## src/rtl/dma_wr_sched_pkg.sv

```systemverilog
// Shared definitions for the write-DMA scheduler: default geometry, FSM encoding and
// round-robin pointer helper.
package dma_wr_sched_pkg;

  localparam int unsigned DefNumReq       = 4;
  localparam int unsigned DefOutBitsTrans = 13;
  localparam int unsigned DefAxiWidthAd   = 32;
  localparam int unsigned DefAxiWidthDa   = 32;
  localparam int unsigned DefTimeout      = 65535;

  // Saturation ceiling of the burst-failure counter
  localparam logic [7:0] FailCntMax = 8'hFF;

  typedef enum logic [2:0] {
    StIdle  = 3'd0,
    StArb   = 3'd1,
    StStart = 3'd2,
    StRun   = 3'd3,
    StFin   = 3'd4
  } sched_state_e;

  // Index following idx in a ring of n entries
  function automatic int unsigned rr_next(input int unsigned idx, input int unsigned n);
    return (idx + 1 >= n) ? 0 : idx + 1;
  endfunction

endpackage

```

## src/rtl/dma_wr_sched_rr_arbiter.sv

```systemverilog
// Combinational round-robin pick: first asserted request at or after ptr, wrapping.
module dma_wr_sched_rr_arbiter #(
  parameter int unsigned NUM_REQ = 4,
  parameter int unsigned IDX_W   = $clog2(NUM_REQ)
) (
  input  logic [NUM_REQ-1:0] req,
  input  logic [IDX_W-1:0]   ptr,
  output logic [NUM_REQ-1:0] gnt_oh,
  output logic [IDX_W-1:0]   gnt_idx,
  output logic               found
);

  logic [IDX_W-1:0] cand;

  // Scan the ring starting at ptr and keep the first hit
  always_comb begin
    found   = 1'b0;
    gnt_idx = '0;
    gnt_oh  = '0;
    cand    = '0;
    for (int unsigned k = 0; k < NUM_REQ; k++) begin
      cand = IDX_W'((32'(ptr) + k) % NUM_REQ);
      if (!found && req[cand]) begin
        found   = 1'b1;
        gnt_idx = cand;
      end
    end
    if (found) gnt_oh[gnt_idx] = 1'b1;
  end

endmodule

```

## src/rtl/dma_wr_sched.sv

```systemverilog
// Round-robin scheduler sharing one AXI write DMA among NUM_REQ output buffers.
// Grants a job, launches the DMA, steers buffer reads/data for the granted requester,
// and reports completion, burst failures and watchdog aborts.
module dma_wr_sched
  import dma_wr_sched_pkg::*;
#(
  parameter int unsigned NUM_REQ        = DefNumReq,
  parameter int unsigned OUT_BITS_TRANS = DefOutBitsTrans,
  parameter int unsigned AXI_WIDTH_AD   = DefAxiWidthAd,
  parameter int unsigned AXI_WIDTH_DA   = DefAxiWidthDa,
  parameter int unsigned TIMEOUT        = DefTimeout
) (
  input  logic                               clk,
  input  logic                               rstn,
  input  logic [NUM_REQ-1:0]                 req_valid_i,
  input  logic [NUM_REQ*AXI_WIDTH_AD-1:0]    req_addr_i,
  input  logic [NUM_REQ*OUT_BITS_TRANS-1:0]  req_len_i,
  output logic [NUM_REQ-1:0]                 req_ack_o,
  output logic [NUM_REQ-1:0]                 req_done_o,
  output logic [NUM_REQ-1:0]                 buf_rd_o,
  input  logic [NUM_REQ*AXI_WIDTH_DA-1:0]    buf_data_i,
  output logic                               dma_start_o,
  output logic [OUT_BITS_TRANS-1:0]          dma_num_trans_o,
  output logic [AXI_WIDTH_AD-1:0]            dma_addr_o,
  output logic [AXI_WIDTH_DA-1:0]            dma_indata_o,
  input  logic                               dma_req_i,
  input  logic                               dma_done_i,
  input  logic                               dma_fail_i,
  output logic                               busy_o,
  output logic [$clog2(NUM_REQ)-1:0]         grant_o,
  output logic [7:0]                         fail_cnt_o,
  output logic                               err_o,
  input  logic                               err_clr_i
);

  localparam int unsigned IdxW = $clog2(NUM_REQ);
  localparam int unsigned WdW  = $clog2(TIMEOUT + 1);

  logic [AXI_WIDTH_AD-1:0]   addr_arr [NUM_REQ];
  logic [OUT_BITS_TRANS-1:0] len_arr  [NUM_REQ];
  logic [AXI_WIDTH_DA-1:0]   data_arr [NUM_REQ];

  for (genvar i = 0; i < NUM_REQ; i++) begin : g_slice
    assign addr_arr[i] = req_addr_i[i*AXI_WIDTH_AD +: AXI_WIDTH_AD];
    assign len_arr[i]  = req_len_i[i*OUT_BITS_TRANS +: OUT_BITS_TRANS];
    assign data_arr[i] = buf_data_i[i*AXI_WIDTH_DA +: AXI_WIDTH_DA];
  end

  sched_state_e              state_q;
  logic [IdxW-1:0]           grant_q, ptr_q;
  logic [AXI_WIDTH_AD-1:0]   addr_q;
  logic [OUT_BITS_TRANS-1:0] len_q;
  logic                      start_q;
  logic [NUM_REQ-1:0]        done_q;
  logic [WdW-1:0]            wd_q;
  logic                      err_q;
  logic [7:0]                fail_cnt_q;

  logic [NUM_REQ-1:0] arb_oh;
  logic [IdxW-1:0]    arb_idx;
  logic               arb_found;

  dma_wr_sched_rr_arbiter #(
    .NUM_REQ (NUM_REQ),
    .IDX_W   (IdxW)
  ) u_arb (
    .req     (req_valid_i),
    .ptr     (ptr_q),
    .gnt_oh  (arb_oh),
    .gnt_idx (arb_idx),
    .found   (arb_found)
  );

  // Job sequencing FSM; also owns grant/addr/len capture, watchdog and sticky error
  always_ff @(posedge clk or negedge rstn) begin
    if (!rstn) begin
      state_q <= StIdle;
      grant_q <= '0;
      ptr_q   <= '0;
      addr_q  <= '0;
      len_q   <= '0;
      start_q <= 1'b0;
      done_q  <= '0;
      wd_q    <= '0;
      err_q   <= 1'b0;
    end else begin
      start_q <= 1'b0;
      done_q  <= '0;
      // A timeout later in this block overrides the clear
      if (err_clr_i) err_q <= 1'b0;
      unique case (state_q)
        StIdle: begin
          if (|req_valid_i) state_q <= StArb;
        end
        StArb: begin
          // Requests may be withdrawn before ack; nothing left means back to idle
          if (arb_found) begin
            grant_q <= arb_idx;
            addr_q  <= addr_arr[arb_idx];
            len_q   <= len_arr[arb_idx];
            if (len_arr[arb_idx] == '0) begin
              state_q <= StFin;
            end else begin
              state_q <= StStart;
              start_q <= 1'b1;
            end
          end else begin
            state_q <= StIdle;
          end
        end
        StStart: begin
          // Start cycle counts as the first watchdog cycle
          wd_q    <= WdW'(1);
          state_q <= StRun;
        end
        StRun: begin
          if (dma_done_i) begin
            state_q <= StFin;
          end else if (wd_q == WdW'(TIMEOUT - 1)) begin
            // Abort; the DMA itself is left for rstn to recover
            err_q   <= 1'b1;
            state_q <= StFin;
          end else begin
            wd_q <= wd_q + 1'b1;
          end
        end
        StFin: begin
          done_q[grant_q] <= 1'b1;
          ptr_q           <= IdxW'(rr_next(32'(grant_q), NUM_REQ));
          state_q         <= StIdle;
        end
        default: state_q <= StIdle;
      endcase
    end
  end

  // Saturating burst-failure counter; a failure in the same cycle as a clear is kept
  always_ff @(posedge clk or negedge rstn) begin
    if (!rstn) begin
      fail_cnt_q <= '0;
    end else if (dma_fail_i) begin
      if (fail_cnt_q != FailCntMax) fail_cnt_q <= fail_cnt_q + 1'b1;
    end else if (err_clr_i) begin
      fail_cnt_q <= '0;
    end
  end

  // Ack in ARB; buffer strobe and data steered only to the granted requester while running
  always_comb begin
    req_ack_o    = '0;
    buf_rd_o     = '0;
    dma_indata_o = '0;
    if (state_q == StArb && arb_found) req_ack_o = arb_oh;
    if (state_q == StRun) begin
      buf_rd_o[grant_q] = dma_req_i;
      dma_indata_o      = data_arr[grant_q];
    end
  end

  assign req_done_o      = done_q;
  assign dma_start_o     = start_q;
  assign dma_num_trans_o = len_q;
  assign dma_addr_o      = addr_q;
  assign busy_o          = (state_q != StIdle);
  assign grant_o         = grant_q;
  assign fail_cnt_o      = fail_cnt_q;
  assign err_o           = err_q;

endmodule
```

## config.mk

```make
export PLATFORM = sky130hd
export DESIGN_NAME = dma_wr_sched
export DESIGN_NICKNAME = d
export VERILOG_FILES = /design/src/rtl/dma_wr_sched_pkg.sv /design/src/rtl/dma_wr_sched_rr_arbiter.sv /design/src/rtl/dma_wr_sched.sv
export SDC_FILE = /design/constraint.sdc
export NUM_CORES = 1
export LEC_CHECK = 0
export BUFFER_PORTS_ARGS = -buffer_cell sky130_fd_sc_hd__buf_2
export CAP_MARGIN = 20
export CORE_AREA = 2 2 165 167
export CTS_BUF_LIST = sky130_fd_sc_hd__clkbuf_8
export DETAILED_ROUTE_END_ITERATION = 8
export DIE_AREA = 0 0 167 169
export PLACE_DENSITY = 0.53
export SYNTH_ARGS = -nofsm -noshare
export SYNTH_HDL_FRONTEND = slang
export SYNTH_SLANG_ARGS = --single-unit
```

## constraint.sdc

```tcl
create_clock -name clk -period 2.7 [get_ports clk]
set_input_delay 0.135 -clock clk [delete_from_list [all_inputs] [get_ports clk]]
set_output_delay 0.135 -clock clk [all_outputs]
set_load 0.02 [all_outputs]
```

==> After elaboration in Yosys (flattened, before gate mapping) <==
Cells that the tools add are included.
{ "classes": {"n_reduce_logical": 19, "eq_ne": 11, "div_mod_pow": 0, "n_addsub": 6, "n_lt_le_gt_ge": 11, "shifts": 0, "bitwise_logic": 3, "n_mux": 54, "mul": 0} }
{ "op_table": {"columns": ["cell", "count"], "rows": [
  ["32-bit 2-to-1 mux", 5],
  ["32-bit binary-select mux with 2-bit select", 2],
  ["16-bit 2-to-1 mux", 2],
  ["16-bit case mux with 2 select lines", 1],
  ["13-bit binary-select mux with 2-bit select", 1],
  ["13-bit 2-to-1 mux", 2],
  ["8-bit 2-to-1 mux", 3],
  ["2-bit by 3-bit less-than comparator with 1-bit output (second input constant)", 6],
  ["1-bit 2-to-1 mux", 17],
  ["16-bit by 1-bit adder with 16-bit output (second input constant)", 1],
  ["16-bit == test (second input constant)", 1],
  ["4-bit 2-to-1 mux", 4],
  ["3-bit 2-to-1 mux", 5],
  ["13-bit zero test", 1],
  ["3-bit case mux with 4 select lines", 1],
  ["2-bit 2-to-1 mux", 5],
  ["3-bit greater-or-equal comparator (second input constant)", 3],
  ["8-bit by 1-bit adder with 8-bit output (second input constant)", 1],
  ["1-bit binary-select mux with 2-bit select", 4],
  ["8-bit inequality test (second input constant)", 1],
  ["3-bit by 2-bit == test with 1-bit output (second input constant)", 2],
  ["1-bit logical AND", 6],
  ["2-bit inequality test (second input constant)", 3],
  ["2-bit NOT with 3-bit output", 2],
  ["17 further kinds", 25]
]} }
{ "word_totals": {"in_bits": 318, "mem_bits_ro": 0, "mem_count": 0, "ff_bits": 82, "word_cells": 114, "mem_bits_rw": 0, "latchBits": 0} }

==> Longest topological paths before layout <==
{ "depth": {"depth_word": 20, "mapped_depth": 10, "mapped_depth_nobuf": 8} }

==> Modules after synthesis <==
Synthesis repeated with hierarchy kept, for this count alone.
{ "unflattened": {"cells_unflattened": 462, "hier_area_um2": 5823.1} }
{ "modules_own_cells": {"columns": ["mod", "instances", "area_each_um2", "cells_each"], "rows": [
  ["dma_wr_sched", 1, 5640.4, 430],
  ["dma_wr_sched_rr_arbiter", 1, 182.7, 32]
]} }

==> Worst setup path after synthesis <==
No wires, ideal clock.
{ "synth_timing": {"path_kind": "register -> output", "start": "register grant_q[0] (netlist: grant_o[0])", "end": "output port dma_indata_o[10]", "path_buffers": 2, "path_stages_with_launch": 5, "required_time_ns": 2.565, "setup_slack_ns": 0.441, "t_arrival_ns": 2.124, "path_cell_list": "dfrtp_1 -> clkbuf_1 -> buf_1 -> mux4_2 -> nor2b_1"} }
{ "synth_between": {"elab_chain_len": 5} }
{ "synth_rtl": {"columns": ["item", "line", "source"], "rows": [
  ["start, declared", "dma_wr_sched.sv:50", "logic [IdxW-1:0] grant_q, ptr_q;"],
  ["start signal, assigned", "dma_wr_sched.sv:98", "grant_q <= arb_idx;"],
  ["2-bit NOT with 3-bit output (not written as such)", "dma_wr_sched.sv:156", "dma_indata_o = data_arr[grant_q];"],
  ["32-bit binary-select mux with 2-bit select", "dma_wr_sched.sv:156", null],
  ["32-bit 2-to-1 mux (not written as such) (2 in a row)", "dma_wr_sched.sv:156", null],
  ["32-bit 2-to-1 mux", "dma_wr_sched.sv:154", "if (state_q == StRun) begin"],
  ["end, declared", "dma_wr_sched.sv:25", "output logic [AXI_WIDTH_DA-1:0] dma_indata_o,"]
]} }
Every way passes these cells. The select of a mux whose other input is x is not followed.

==> Worst setup path after layout <==
{ "layout_timing": {"start": "register ptr_q[1]", "end": "register start_q (netlist: dma_start_o)"} }
{ "layout_between": {"elab_chain_len": 20, "word_cells_on_any_way": 33} }
{ "layout_rtl": {"columns": ["item", "line", "source"], "rows": [
  ["start, declared", "dma_wr_sched.sv:50", null],
  ["start signal, assigned", "dma_wr_sched.sv:129", "ptr_q <= IdxW'(rr_next(32'(grant_q), NUM_REQ));"],
  ["parallel branches: the longest is 18 deep, another holds 2-bit by 1-bit adder with 2-bit output", null, null],
  ["1-bit 2-to-1 mux (*)", "dma_wr_sched.sv:97", "if (arb_found) begin"],
  ["1-bit 2-to-1 mux (*)", "dma_wr_sched.sv:91", "unique case (state_q)"],
  ["end signal, assigned", "dma_wr_sched.sv:82", "start_q <= 1'b0;"],
  ["end signal, assigned", "dma_wr_sched.sv:87", "start_q <= 1'b0;"],
  ["end signal, assigned", "dma_wr_sched.sv:105", "start_q <= 1'b1;"],
  ["end, declared", "dma_wr_sched.sv:53", "logic start_q;"]
]} }
Every way passes the cells marked *. The select of a mux whose other input is x is not followed.
A chain may end at the register's enable or synchronous reset.

==> summary.txt <==
Run status
  • Status: complete, no violations

Final layout
  • Layout Cells excl Fill: ~1.5k
  • Layout Utilization: 32.9%
  • Nets: around 1.5k
  • Filler cells: ~2.9k
  • Design area: 0.00873 mm²
  • Share of cells above drive strength 1: a little over two fifths
  • Area Overhead vs Synth: 45.5%

Synthesis
  • Asr flop ratio synth: 100%
  • Syn avg cell area: approximately 8.1 µm²
  • Post-synthesis compound-gate area fraction: 11.6%
  • Yosys cell types: 46
  • Yosys warnings: 0
  • Top cells by area, synth: dfrtp_1 (34%), nand2_1 (14%), mux4_2 (12%)
  • Post-synthesis xor/xnor area fraction: 2.34%
  • Post-synthesis sequential area ratio: between 30% and 40%
  • Mapped Nets: 1066
  • Post-Synthesis Cell Area: around 0.006 mm²
  • Simple-gate portion of the synthesized area: roughly a third
  • Top FF cell, synth: dfrtp_1
  • Gate Count Post-Synth: approximately 740
  • Top-area cell type share of the netlist area: 34.2%
  • Dominant cell type by area after synthesis: dfrtp_1
  • Mux contribution to synthesized area: between 10 and 15%
  • Adder-Cell Fraction of Synth Area: under 10%
  • EDFF count, synth: 0
  • Largest family of logic cells by synthesized area: simple AND/OR/NAND/NOR gates
  • FF+latch count, synth: 82

Run
  • # Max-Cap Violations: 0

Worst setup path
  • R2R depth: 8
  • WP buf/inv: 1
  • Crit-path slowest cell: dfrtp_1
  • CP Launch Type: flip-flop
  • Reg2reg end: dma_start_o$_DFF_PN0_
  • Largest delay contributor family on the critical path: compound AO/OA/AOI/OAI gates
  • R2r setup slk: 0.25 ns
  • WS Path Type: flip-flop to flip-flop
  • Worst path max stage delay: approximately 0.45 ns
  • Critical Path RT: 2.91 ns
  • Crit. End Element: flip-flop
  • Arr. time, crit path: roughly 2.7 ns
  • FF-to-FF Start: ptr_q[1]$_DFFE_PN0P_
  • Crit path max fanout: 14
  • Crit-path cells: nand2b_1 -> a21o_1 -> buf_4 -> and3_1 -> a211oi_1 -> o22ai_1 -> nor4_2 -> a21oi_1

Min path
  • Worst hold path startpoint: req_addr_i[46]
  • WHS Endpoint: dma_addr_o[14]$_DFFE_PN0P_
  • Hold path cells: 5
  • Worst hold path type: input pin to flip-flop

Placement
  • DP HPWL: 20.2 mm
  • Placed Instance Area: ~0.0085 mm²
  • Port Buffers: 419
  • Inst Count DP: 1468
  • GPL Wtd Cong: 0.804

Power and ir drop
  • Power density over cell area: a little over 900 mW/mm²
  • Worst IR Drop VDD: 0.373 mV
  • Pwr Total: 7.91 mW
  • Leakage: 4.57 nW

Route
  • Number of DRC markers in iteration 0: 530
  • Router iterations before antenna repair: 5
  • Drt drc: 0
  • ANT nets after route: 0
  • Routed WL: approximately 25 mm
  • Via count: between 6k and 7k
  • Vias per inst: 4.68
  • WL per Instance: 16.9 µm

STA
  • Tcrit/Tclk final: 90.9%
  • FMAX: 407 MHz
  • Crit path time final: 2.45 ns
  • Worst-Margin Slew: 0.851 ns
  • Final Hold Fails: 0
  • Setup Total Neg Slack: 0 ns
  • Post-Route Skew: 0.0143 ns
  • RSZ-0062 raised after global routing: false
  • Max Slew Vio Count: 0
  • Slew margin rel.: 43.3%
  • Setup violations, final: 0

Die
  • Die Height: 169 µm
  • Rows: 60
  • Die width: 167 µm
  • Core area: around 0.027 mm²
  • Initial Util: a little under a quarter
  • DIE AREA: 0.0282 mm²
  • I/O pin total: 420

Global route
  • Total track usage: 17.2%
  • Initial antenna violation count: 2
  • Grt ovf: 0
  • Largest net degree at the start of global routing: 91
  • Number of global-route vias before repair: about 6.7k
  • First-pass GRT wire length: 37.9 mm

CTS
  • Worst-skew pair later-pin latency: 0.38 ns
  • Clock Tree Buf Depth: 2
  • Clock Pin Slew Worst Setup and Hold Paths: 0.10 ns
  • H-tree Lvls: 3
  • Clock root buffer: clkbuf_8
  • Num CTS Buffers: 9
  • TritonCTS clock tree: built
  • # clock sinks: 82
## worst max-delay path by stage
stage / from / end / slack (ns) / cells after the start
final: ptr_q[1]$_DFFE_PN0P_ / dma_start_o$_DFF_PN0_ / 0.25 / 8
after global routing: ptr_q[1]$_DFFE_PN0P_ / dma_start_o$_DFF_PN0_ / 0.03 / 8
after CTS: state_q[2]$_DFFE_PN0P_ / req_ack_o[1] / 0.23 / 5
after global placement: ptr_q[1]$_DFFE_PN0P_ / state_q[1]$_DFFE_PN0P_ / 0.31 / 7
after floorplan: grant_o[0]$_DFFE_PN0P_ / dma_indata_o[10] / 0.44 / 4
after detailed placement: ptr_q[0]$_DFFE_PN0P_ / dma_start_o$_DFF_PN0_ / 0.25 / 7
## tightest hold or removal path, cell delays in order
cell	delay, ns
buf_2	0.09
nand2_1	0.04
nand3_1	0.06
nand2_1	0.05
o21ai_0	0.06
## Yosys cell counts (all sizes together), types with 2 or more instances
cell type	n
a211oi	26
a21oi	10
a31oi	5
and2	7
and3	31
and4	2
buf	21
clkbuf	31
dfrtp	82
ha	7
inv	10
mux2	3
mux4	32
nand2	230
nand2b	2
nand3	71
nand3b	2
nand4	4
nor2	32
nor2b	34
nor3	5
nor4	4
o21ai	41
o22ai	5
o31ai	13
or3	5
xnor2	5
xor2	11
## power breakdown
part	total [mW]	switching, mW	internal, mW
registers	1.94	0.279	1.67
clock network	1.00	0.491	0.511
logic	4.96	3.09	1.88
## kinds of logic after synthesis
group / after synthesis
compound gates: 106
fa+ha+maj: 7
simple gates: 432
buf+inv: 62
xor+xnor: 16
mux: 36
flops: 82
## metrics by stage
stage          hold slack, ns  setup WS, ns
5_1_grt                 0.105        0.0319
4_1_cts                0.0613         0.231
2_1_floorplan          -0.161         0.441
3_5_place_dp            0.294         0.250
3_3_place_gp            0.280         0.314
6_report                0.104         0.245
## cell type report
| cell class | count | area (µm²) | share of cell area [%] |
|---|---|---|---|
| Tap cell | 341 | 427 | 4.89 |
| Antenna cell | 1 | 2.50 | 0.0287 |
| Inverter | 10 | 37.5 | 0.430 |
| Multi-Input combinational cell | 597 | 3710 | 42.5 |
| Clock buffer | 9 | 124 | 1.42 |
| Sequential cell | 82 | 2050 | 23.5 |
| Clock inverter | 5 | 81.3 | 0.932 |
| Timing Repair Buffer | 441 | 2300 | 26.3 |
## state kept, by name (all words and copies together) (netlist names)
register         cells
req_done_o           4
fail_cnt_o           8
state_q              3
wd_q                16
err_o                1
dma_addr_o          32
ptr_q                2
grant_o              2
dma_num_trans_o     13
dma_start_o          1
## layer usage
layer  global-route usage [%]  part of all wire [%]  up-vias
met5                        0                  0.11        -
met4                     3.19                  0.97        4
met3                     4.77                   8.0       24
met2                     28.0                    48      267
met1                     23.0                    43     3282
li1                         -                     -     3383
## cells in the final DEF (no fill, tap or decap), types with 11 or more instances in the layout
cell type	n
a211oi_1	21
and3_1	31
buf_2	418
buf_4	18
dfrtp_1	81
mux4_2	32
nand2_1	229
nand3_1	71
nor2_1	32
nor2b_1	34
o21ai_0	41
o31ai_1	12
xor2_1	11
## timing repair
action,4_1_cts,5_1_grt
hold buffers,3,0
setup endpoints to repair,0,3
resized for setup,0,4
endpoints found under the hold margin,59,0
setup buffers,0,0
(Power assumes the default switching activity.)
